`src/rtl/sb_pkg.sv`:
```
// Shared types and helpers for the store buffer: entry layout, control states
// and pointer sizing.
package sb_pkg;

    localparam int WORD_BYTES     = 4;
    localparam int SB_MAX_ADDR_W  = 64;

    typedef enum logic {
        SB_NORMAL = 1'b0,
        SB_FENCE  = 1'b1
    } sb_state_t;

    typedef struct packed {
        logic                     valid;
        logic [SB_MAX_ADDR_W-1:0] addr;
        logic [31:0]              data;
    } sb_entry_t;

    // Pointer width for a power-of-two depth; never narrower than one bit.
    function automatic int ptr_width(input int depth);
        return (depth > 1) ? $clog2(depth) : 1;
    endfunction

endpackage

```
`src/rtl/sb_addr_cmp.sv`:
```
// Per-entry address comparator: flags an exact word match or a partial byte
// overlap between a pending 4-byte store and a 4-byte load.
module sb_addr_cmp
    import sb_pkg::*;
#(
    parameter int ADDR_W = 64
) (
    input  logic              valid,
    input  logic [ADDR_W-1:0] entry_addr,
    input  logic [ADDR_W-1:0] ld_addr,
    output logic              exact,
    output logic              overlap
);

    logic [ADDR_W-1:0] fwd_dist;
    logic [ADDR_W-1:0] rev_dist;
    logic              touch;

    // Two 4-byte windows intersect when their start addresses differ by < 4.
    assign fwd_dist = entry_addr - ld_addr;
    assign rev_dist = ld_addr - entry_addr;
    assign touch    = (fwd_dist < ADDR_W'(WORD_BYTES)) || (rev_dist < ADDR_W'(WORD_BYTES));

    assign exact    = valid && (entry_addr == ld_addr);
    assign overlap  = valid && touch && (entry_addr != ld_addr);

endmodule

```
`src/rtl/store_buffer.sv`:
```
// Write-posting store buffer between MEM and data memory, with load
// forward/stall checking and a fence drain. Forwarding: STORE_BUFFER_FWD_EN.
module store_buffer
    import sb_pkg::*;
#(
    parameter int DEPTH  = 4,
    parameter int ADDR_W = 64,
    parameter int DATA_W = 64
) (
    input  logic              clk,
    input  logic              reset_n,
    input  logic              st_valid,
    input  logic [ADDR_W-1:0] st_addr,
    input  logic [DATA_W-1:0] st_data,
    output logic              st_ready,
    input  logic              ld_valid,
    input  logic [ADDR_W-1:0] ld_addr,
    output logic              ld_hit,
    output logic [DATA_W-1:0] ld_fwd_data,
    output logic              ld_stall,
    input  logic              fence_req,
    output logic              fence_done,
    output logic              mem_write,
    output logic [ADDR_W-1:0] mem_addr,
    output logic [DATA_W-1:0] mem_wdata,
    output logic              sb_empty
);

    localparam int PW = ptr_width(DEPTH);
    localparam int CW = PW + 1;

    sb_entry_t        entries_reg [DEPTH];
    logic [PW-1:0]    head_reg;
    logic [PW-1:0]    tail_reg;
    logic [CW-1:0]    count_reg;
    logic [CW-1:0]    count_next;
    sb_state_t        state_reg;
    sb_state_t        state_next;
    logic             fence_done_reg;
    logic             fence_done_next;

    logic             empty;
    logic             full;
    logic             push;
    logic             pop;
    logic [DEPTH-1:0] exact_vec;
    logic [DEPTH-1:0] overlap_vec;
    logic             exact_any;
    logic             overlap_any;
    sb_entry_t        head_entry;
    logic             unused_st_data;

    assign unused_st_data = ^st_data[DATA_W-1:32];

    assign empty    = (count_reg == '0);
    assign full     = (count_reg == CW'(DEPTH));
    assign st_ready = !full && (state_reg == SB_NORMAL);
    assign push     = st_valid && st_ready;

    // A stalled load does not use the port, so the head may drain under it.
    assign mem_write = !empty && ((state_reg == SB_FENCE) || !ld_valid || ld_stall);
    assign pop       = mem_write;

    assign head_entry = entries_reg[head_reg];
    assign mem_addr   = empty ? '0 : head_entry.addr[ADDR_W-1:0];
    assign mem_wdata  = empty ? '0 : DATA_W'(head_entry.data);
    assign sb_empty   = empty;
    assign fence_done = fence_done_reg;

    assign count_next = count_reg + CW'(push) - CW'(pop);

    genvar gi;
    generate
        for (gi = 0; gi < DEPTH; gi++) begin : g_entry
            sb_addr_cmp #(
                .ADDR_W (ADDR_W)
            ) u_cmp (
                .valid      (entries_reg[gi].valid),
                .entry_addr (entries_reg[gi].addr[ADDR_W-1:0]),
                .ld_addr    (ld_addr),
                .exact      (exact_vec[gi]),
                .overlap    (overlap_vec[gi])
            );

            // Push and pop never target the same slot: push needs !full,
            // pop needs !empty, and they only coincide at those extremes.
            always_ff @(posedge clk or negedge reset_n) begin
                if (!reset_n) begin
                    entries_reg[gi] <= '0;
                end else if (push && (tail_reg == PW'(gi))) begin
                    entries_reg[gi] <= '{valid: 1'b1,
                                         addr:  SB_MAX_ADDR_W'(st_addr),
                                         data:  st_data[31:0]};
                end else if (pop && (head_reg == PW'(gi))) begin
                    entries_reg[gi].valid <= 1'b0;
                end
            end
        end
    endgenerate

    assign exact_any   = |exact_vec;
    assign overlap_any = |overlap_vec;

`ifdef STORE_BUFFER_FWD_EN
    logic [PW-1:0] scan_idx;
    logic [31:0]   fwd_word;

    // Walk oldest to youngest so the last exact match (nearest tail) wins.
    always_comb begin
        scan_idx = head_reg;
        fwd_word = '0;
        for (int k = 0; k < DEPTH; k++) begin
            scan_idx = head_reg + PW'(k);
            if (exact_vec[scan_idx]) begin
                fwd_word = entries_reg[scan_idx].data;
            end
        end
    end
`endif

    always_comb begin
        ld_stall    = 1'b0;
        ld_hit      = 1'b0;
        ld_fwd_data = '0;
        if (ld_valid) begin
            if (state_reg == SB_FENCE) begin
                ld_stall = 1'b1;
            end else if (overlap_any) begin
                ld_stall = 1'b1;
            end else if (exact_any) begin
`ifdef STORE_BUFFER_FWD_EN
                ld_hit      = 1'b1;
                ld_fwd_data = DATA_W'(fwd_word);
`else
                ld_stall    = 1'b1;
`endif
            end
        end
    end

    always_comb begin
        state_next      = state_reg;
        fence_done_next = 1'b0;
        case (state_reg)
            SB_NORMAL: begin
                if (fence_req) begin
                    if (empty) begin
                        fence_done_next = 1'b1;
                    end else begin
                        state_next = SB_FENCE;
                    end
                end
            end
            SB_FENCE: begin
                // Checked on count_next so a buffer that emptied on the entry edge still exits.
                if (count_next == '0) begin
                    state_next      = SB_NORMAL;
                    fence_done_next = 1'b1;
                end
            end
            default: state_next = SB_NORMAL;
        endcase
    end

    always_ff @(posedge clk or negedge reset_n) begin
        if (!reset_n) begin
            head_reg       <= '0;
            tail_reg       <= '0;
            count_reg      <= '0;
            state_reg      <= SB_NORMAL;
            fence_done_reg <= 1'b0;
        end else begin
            if (push) begin
                tail_reg <= tail_reg + 1'b1;
            end
            if (pop) begin
                head_reg <= head_reg + 1'b1;
            end
            count_reg      <= count_next;
            state_reg      <= state_next;
            fence_done_reg <= fence_done_next;
        end
    end

`ifndef SYNTHESIS
    st_ld_exclusive: assert property (@(posedge clk) disable iff (!reset_n) !(st_valid && ld_valid))
        else $warning("store_buffer: st_valid and ld_valid both high; store takes priority");
`endif

endmodule
```
`config.mk`:
```
export PLATFORM = sky130hd
export DESIGN_NAME = store_buffer
export DESIGN_NICKNAME = d
export VERILOG_FILES = /design/src/rtl/sb_pkg.sv /design/src/rtl/sb_addr_cmp.sv /design/src/rtl/store_buffer.sv
export SDC_FILE = /design/constraint.sdc
export NUM_CORES = 2
export LEC_CHECK = 0
export CAP_MARGIN = 5
export CELL_PAD_IN_SITES_DETAIL_PLACEMENT = 1
export CELL_PAD_IN_SITES_GLOBAL_PLACEMENT = 2
export CORE_ASPECT_RATIO = 2
export CORE_UTILIZATION = 33
export CTS_BUF_LIST = sky130_fd_sc_hd__clkbuf_8 sky130_fd_sc_hd__clkbuf_16
export CTS_CLUSTER_DIAMETER = 100
export DETAILED_ROUTE_END_ITERATION = 16
export PLACE_DENSITY = 0.86
export SLEW_MARGIN = 20
export SYNTH_ARGS = -nofsm -noshare
export SYNTH_HDL_FRONTEND = slang
export SYNTH_SLANG_ARGS = --single-unit
```
`constraint.sdc`:
```
create_clock -name clk -period 5 [get_ports clk]
set_clock_uncertainty 0.15 [all_clocks]
set_input_delay 0.75 -clock clk [delete_from_list [all_inputs] [get_ports clk]]
set_output_delay 0.75 -clock clk [all_outputs]
set_load 0.01 [all_outputs]
```
==> run_summary.xml, run 1 <==
<?xml version="1.0" encoding="UTF-8"?>
<metrics>
  <group name="die">
    <metric name="i_o_pin_total" unit="">395</metric>
    <metric name="row_count" unit="">207</metric>
    <metric name="fp.dieH" unit="um">568.1</metric>
    <metric name="floorplan.initialDensity" unit="%">33.25</metric>
    <metric name="chipWidth" unit="um">285.1</metric>
  </group>
  <group name="yosys">
    <metric name="synthArstFlopShare" unit="%">100.0</metric>
    <metric name="synth_top_cell_area_share" unit="%">18.79</metric>
    <metric name="postSynthRegisterBits" unit="">397</metric>
    <metric name="post_synthesis_instance_total" unit="">6663</metric>
    <metric name="synth.yosys.warnings" unit="">0</metric>
    <metric name="seq_area_frac_synth" unit="%">18.79</metric>
    <metric name="ranking_of_synthesized_cells_by_instance_count" unit="">a21oi_1, nand2_1, ha_1</metric>
    <metric name="synth_cell_types" unit="">113</metric>
    <metric name="synth-edff-count" unit="">0</metric>
    <metric name="synth_top_flop_cell" unit="">dfrtp_1</metric>
    <metric name="synth.top_cells.by_area" unit="">dfrtp_1, ha_1, mux2_2</metric>
    <metric name="syn_area" unit="um^2">52880</metric>
    <metric name="synthMostInstantiatedCell" unit="">a21oi_1</metric>
    <metric name="most_area_hungry_cell_type_in_the_yosys_netlist" unit="">dfrtp_1</metric>
    <metric name="post_synth.cell_area_avg" unit="um^2">7.937</metric>
  </group>
  <group name="status">
    <metric name="toolErrorMsg" unit="">[ERROR GRT-0116] Global routing finished with congestion. Check the congestion regions in the DRC Viewer.</metric>
    <metric name="failing_step" unit="">5_1_grt</metric>
    <metric name="run_status" unit="">aborted with a tool error</metric>
  </group>
  <group name="clock_network">
    <metric name="ctsLongestPathBuffers" unit="">3</metric>
    <metric name="clockRootBuffer" unit="">clkbuf_16</metric>
    <metric name="tritoncts.num_buffers" unit="">42</metric>
    <metric name="clock_tree.htree_level_count" unit="">2</metric>
    <metric name="cts_num_sinks" unit="">397</metric>
  </group>
  <group name="placed_design">
    <metric name="place.detailed.hpwl" unit="mm">343.6</metric>
    <metric name="port_buffer_count" unit="">265</metric>
    <metric name="gpl.final_weighted_congestion" unit="">1.452</metric>
  </group>
  <group name="grt">
    <metric name="first_global_vias" unit="">103400</metric>
    <metric name="grt_pass1_wl" unit="mm">895.5</metric>
    <metric name="pin_count_of_the_biggest_net_entering_global_routing" unit="">124</metric>
    <metric name="overflow" unit="">1697</metric>
    <metric name="globalRouteTotalUtil" unit="%">74.88</metric>
  </group>
</metrics>
-- what timing repair did --
item | CTS
endpoints found under the setup margin | 13
endpoints found under the hold margin | 54
buffers inserted | 33
gates resized for setup | 382
hold buffers | 1
pin swaps | 51
-- metrics by stage --
stage / setup TNS (ns) / area, um^2 / std cells / setup WS [ns]
2_1_floorplan: -1.944 / 53370 / 6759 / -0.5970
3_3_place_gp: -38.57 / 79590 / 11670 / -3.714
3_5_place_dp: -38.64 / 79610 / 11670 / -3.735
4_1_cts: -17.45 / 82460 / 11780 / -2.142
-- cells by family after synthesis --
group / Yosys count / synth area share [%]
mux: 522 / 13.10
simple gates: 1829 / 17.23
flops: 397 / 18.79
xor+xnor: 298 / 4.936
fa+ha+maj: 515 / 12.20
compound gates: 2252 / 26.61
buf+inv: 849 / 7.136
other cells: 1 / 0.007091
-- metal layers --
| metal | GRT usage [%] | overflow |
|---|---|---|
| met1 | 72.25 | 32 |
| met2 | 91.92 | 1167 |
| met3 | 60.62 | 26 |
| met4 | 76.45 | 469 |
| met5 | 35.21 | 3 |
==> run 2: changes to the inputs <==
CELL_PAD_IN_SITES_DETAIL_PLACEMENT = not set   (was 1)
CELL_PAD_IN_SITES_GLOBAL_PLACEMENT = not set   (was 2)
CORE_ASPECT_RATIO = not set   (was 2)
CORE_UTILIZATION = 35   (was 33)
CTS_BUF_LIST = not set   (was sky130_fd_sc_hd__clkbuf_8 sky130_fd_sc_hd__clkbuf_16)
CTS_CLUSTER_DIAMETER = not set   (was 100)
PLACE_DENSITY = not set   (was 0.86)
PLACE_DENSITY_LB_ADDON = 0.15   (was not set)
clock period = 6.5 ns   (was 5 ns; I/O delays follow)
==> run_summary.xml, run 2 <==
<?xml version="1.0" encoding="UTF-8"?>
<metrics>
  <group name="status">
    <metric name="run_status" unit="">finished, violations left</metric>
    <metric name="failed_checks" unit="">negative setup slack</metric>
  </group>
  <group name="clock_network">
    <metric name="clockRootBuffer" unit="">clkbuf_16</metric>
    <metric name="clkSlewWorstSetupHoldPaths" unit="ns">0.08</metric>
    <metric name="clock_latency_at_the_later_pin_of_the_worst_skew_pair" unit="ns">0.71</metric>
    <metric name="hold_buffers_post_cts" unit="">0</metric>
    <metric name="cts_num_sinks" unit="">397</metric>
    <metric name="ctsLongestPathBuffers" unit="">3</metric>
    <metric name="tritoncts.num_buffers" unit="">48</metric>
    <metric name="tritoncts" unit="">yes</metric>
    <metric name="clock_tree.htree_level_count" unit="">2</metric>
  </group>
  <group name="critical_path">
    <metric name="critPathMostFrequentCell" unit="">buf_6</metric>
    <metric name="critical_path.endpoint_type" unit="">output port</metric>
    <metric name="worstPathRequired" unit="ns">5.37</metric>
    <metric name="start_kind" unit="">input port</metric>
    <metric name="startpoint" unit="">ld_addr[9]</metric>
    <metric name="critical_path.max_fanout" unit="">5</metric>
    <metric name="r2r-end" unit="">state_reg</metric>
    <metric name="timing.critical_path.slowest_cell_delay" unit="ns">0.53</metric>
    <metric name="critical_path.top_delay_family" unit="">simple AND/OR/NAND/NOR gates</metric>
    <metric name="slowest_stage" unit="">or4_4</metric>
    <metric name="rrSetupSlack" unit="ns">-0.23</metric>
    <metric name="worstPathArrival" unit="ns">5.82</metric>
    <metric name="timing.critical_path.depth" unit="">22</metric>
    <metric name="crit_path_end" unit="">mem_write</metric>
    <metric name="path_cells" unit="">clkdlybuf4s15_2 &gt; inv_2 &gt; buf_6 &gt; ha_4 &gt; buf_4 &gt; nand4_1 &gt; nor2_2 &gt; a221o_1 &gt; buf_6 &gt; nand2_1 &gt; o21ai_1 &gt; or4_4 &gt; a2111oi_4 &gt; and4_4 &gt; nand4_1 &gt; or4_4 &gt; nor4_4 &gt; buf_6 &gt; a32o_2 &gt; and4bb_4 &gt; a21oi_4 &gt; buf_2</metric>
    <metric name="timing_worst_setup_path_type" unit="">in2out</metric>
    <metric name="critical_path.n_buffers_inverters" unit="">7</metric>
    <metric name="launching_point_of_the_worst_reg2reg_path" unit="">entries_reg[327]</metric>
    <metric name="reg2reg_depth" unit="">30</metric>
  </group>
  <group name="die">
    <metric name="i_o_pin_total" unit="">395</metric>
    <metric name="row_count" unit="">142</metric>
    <metric name="dieArea" unit="um^2">152700</metric>
    <metric name="fp.dieH" unit="um">390.7</metric>
    <metric name="floorplan.initialDensity" unit="%">35.27</metric>
    <metric name="design.core.area" unit="um^2">150000</metric>
    <metric name="chipWidth" unit="um">390.7</metric>
  </group>
  <group name="pwr">
    <metric name="power_per_cell_area" unit="nW/um^2">620.1</metric>
    <metric name="power.ir.vdd_worst" unit="mV">0.4536</metric>
    <metric name="finalPower" unit="mW">52.50</metric>
    <metric name="p_leak" unit="nW">38.70</metric>
  </group>
  <group name="yosys">
    <metric name="post_synthesis_instance_total" unit="">6663</metric>
    <metric name="synth_top_cell_area_share" unit="%">18.79</metric>
    <metric name="most_area_hungry_cell_type_in_the_yosys_netlist" unit="">dfrtp_1</metric>
    <metric name="synth_top_flop_cell" unit="">dfrtp_1</metric>
    <metric name="synth.top_cells.by_area" unit="">dfrtp_1, ha_1, mux2_2</metric>
    <metric name="syn_area" unit="um^2">52880</metric>
    <metric name="synth-edff-count" unit="">0</metric>
    <metric name="synthArstFlopShare" unit="%">100.0</metric>
    <metric name="seq_area_frac_synth" unit="%">18.79</metric>
    <metric name="ranking_of_synthesized_cells_by_instance_count" unit="">a21oi_1, nand2_1, ha_1</metric>
    <metric name="synth.yosys.warnings" unit="">0</metric>
    <metric name="synthMostInstantiatedCell" unit="">a21oi_1</metric>
    <metric name="synth_cell_types" unit="">113</metric>
    <metric name="postSynthRegisterBits" unit="">397</metric>
    <metric name="post_synth.cell_area_avg" unit="um^2">7.937</metric>
  </group>
  <group name="cells_and_area">
    <metric name="syn2layout_area_growth" unit="%">60.12</metric>
    <metric name="post_route_cells_drive_above_1_share" unit="%">44.00</metric>
    <metric name="largest_register_ff_count" unit="">388</metric>
    <metric name="leading_cell_type_in_the_layout_fill_and_taps_excluded" unit="">buf_4</metric>
    <metric name="num-nets-final" unit="">10360</metric>
    <metric name="most-common-layout-cells" unit="">buf_4, a21oi_1, nand2_1, o21ai_0, ha_1</metric>
  </group>
  <group name="grt">
    <metric name="pin_count_of_the_biggest_net_entering_global_routing" unit="">164</metric>
    <metric name="overflow" unit="">0</metric>
    <metric name="antenna_found_initial" unit="">30</metric>
    <metric name="grt_pass1_wl" unit="mm">524.1</metric>
    <metric name="first_global_vias" unit="">70290</metric>
    <metric name="globalRouteTotalUtil" unit="%">48.79</metric>
  </group>
  <group name="timing">
    <metric name="fmax" unit="GHz">0.1440</metric>
    <metric name="timing.final.ws_setup" unit="ns">-0.4431</metric>
    <metric name="fin_crit" unit="ns">6.943</metric>
    <metric name="relSlewSlack" unit="%">18.00</metric>
    <metric name="finalHoldViolCount" unit="">0</metric>
    <metric name="rsz0062_at_grt" unit="">true</metric>
    <metric name="tightestPinTransition" unit="ns">1.225</metric>
    <metric name="post-route-period-util" unit="%">106.8</metric>
    <metric name="setup-violations-final" unit="">5</metric>
    <metric name="maxSlewViolCount" unit="">0</metric>
  </group>
  <group name="placed_design">
    <metric name="worst_setup_slack_post_dpl" unit="ns">-2.135</metric>
    <metric name="port_buffer_count" unit="">265</metric>
    <metric name="place.detailed.hpwl" unit="mm">321.1</metric>
    <metric name="gpl.final_weighted_congestion" unit="">1.168</metric>
  </group>
  <group name="route">
    <metric name="dr.first_iter.drc_count" unit="">8382</metric>
    <metric name="routed_wire_length_per_instance" unit="um">32.75</metric>
    <metric name="route.antenna.remaining_nets" unit="">0</metric>
    <metric name="detail_route.first_pass.iterations" unit="">8</metric>
    <metric name="wirelength" unit="mm">384.2</metric>
    <metric name="route.detailed.vias_per_inst" unit="">6.017</metric>
    <metric name="drc" unit="">0</metric>
    <metric name="vias" unit="">70580</metric>
  </group>
  <group name="hold_path">
    <metric name="timing.hold.worst.class" unit="">in2async</metric>
  </group>
  <group name="job">
    <metric name="max-cap-violations" unit="">0</metric>
  </group>
</metrics>
-- run 2: cell counts after synthesis --
Identical to the previous run, type by type.
-- run 2: how the worst min path moves through the flow --
| stage | cells after the start | slack (ns) | startpoint | end |
|---|---|---|---|---|
| 2_1_floorplan | 1 | 0.32 | entries_reg[100] | entries_reg[100] |
| 3_3_place_gp | 1 | 0.33 | entries_reg[126] | entries_reg[126] |
| 3_5_place_dp | 1 | 0.34 | entries_reg[106] | entries_reg[106] |
| 4_1_cts | 1 | 0.05 | reset_n | entries_reg[197] |
| 5_1_grt | 1 | 0.09 | reset_n | entries_reg[197] |
| 6_report | 1 | 0.06 | reset_n | entries_reg[197] |
-- run 2: power by group --
part / switching, mW / internal [mW] / leakage (nW)
clock: 1.34 / 1.65 / 0.818
combinational: 24.2 / 20.0 / 33.0
sequential: 1.73 / 3.65 / 4.91
total: 27.2 / 25.3 / 38.7
-- run 2: what timing repair did --
action	CTS	global route
pin swaps	109	90
resized for setup	680	325
setup buffers	81	28
cloned	1	0
setup endpoints to repair	13	6
-- run 2: area by class of cell --
class | count | area [um^2]
Antenna cell | 26 | 65.06
Clock buffer | 66 | 1349
Clock inverter | 24 | 350.3
Fill cell | 13760 | 65280
Inverter | 413 | 1634
Multi-Input combinational cell | 5513 | 42640
Sequential cell | 397 | 9950
Tap cell | 2016 | 2522
Timing Repair Buffer | 3274 | 26170
-- run 2: layer usage --
metal | up-vias | wire length, um | GRT usage, %
met5 | - | 673 | 2.679
met4 | 27 | 40900 | 41.55
met3 | 1267 | 40020 | 13.56
met2 | 4521 | 163500 | 74.09
met1 | 34320 | 139100 | 56.50
li1 | 30450 | - | -
-- run 2: worst reg2reg max path, delay by kind of cell, from the launching register on --
family                   cells  cell delay, ns
AND/OR/NAND/NOR             11            2.65
adder cells (fa/ha/maj)      4            1.01
flip-flops                   1            0.48
buffers and inverters        8            0.98
AO/OA/AOI/OAI                7            1.40
-- run 2: through the flow --
step / utilization (%) / instance area [um^2] / std cells / hold slack (ns) / TNS, ns
after floorplan: - / 53240 / 6759 / 0.3239 / 0
after CTS: 55.54 / 83280 / 11680 / 0.05193 / -0.8370
final: 56.47 / 84680 / 11730 / 0.05660 / -1.317
after global placement: 52.53 / 78770 / 11510 / 0.3309 / -20.72
after detailed placement: 52.53 / 78770 / 11510 / 0.3381 / -19.17
after global routing: 56.43 / 84620 / 11710 / 0.09226 / -1.439
-- run 2: logic make-up after synthesis --
group                      after synthesis  share of synthesized area [%]
AOI/OAI and AO/OA                     2252                          26.61
buffers and inverters                  849                          7.136
other                                    1                       0.007091
and+or+nand+nor                       1829                          17.23
muxes                                  522                          13.10
DFF                                    397                          18.79
adders and majority gates              515                          12.20
xor gates and xnor gates               298                          4.936
Power figures use the tool's default switching activity.
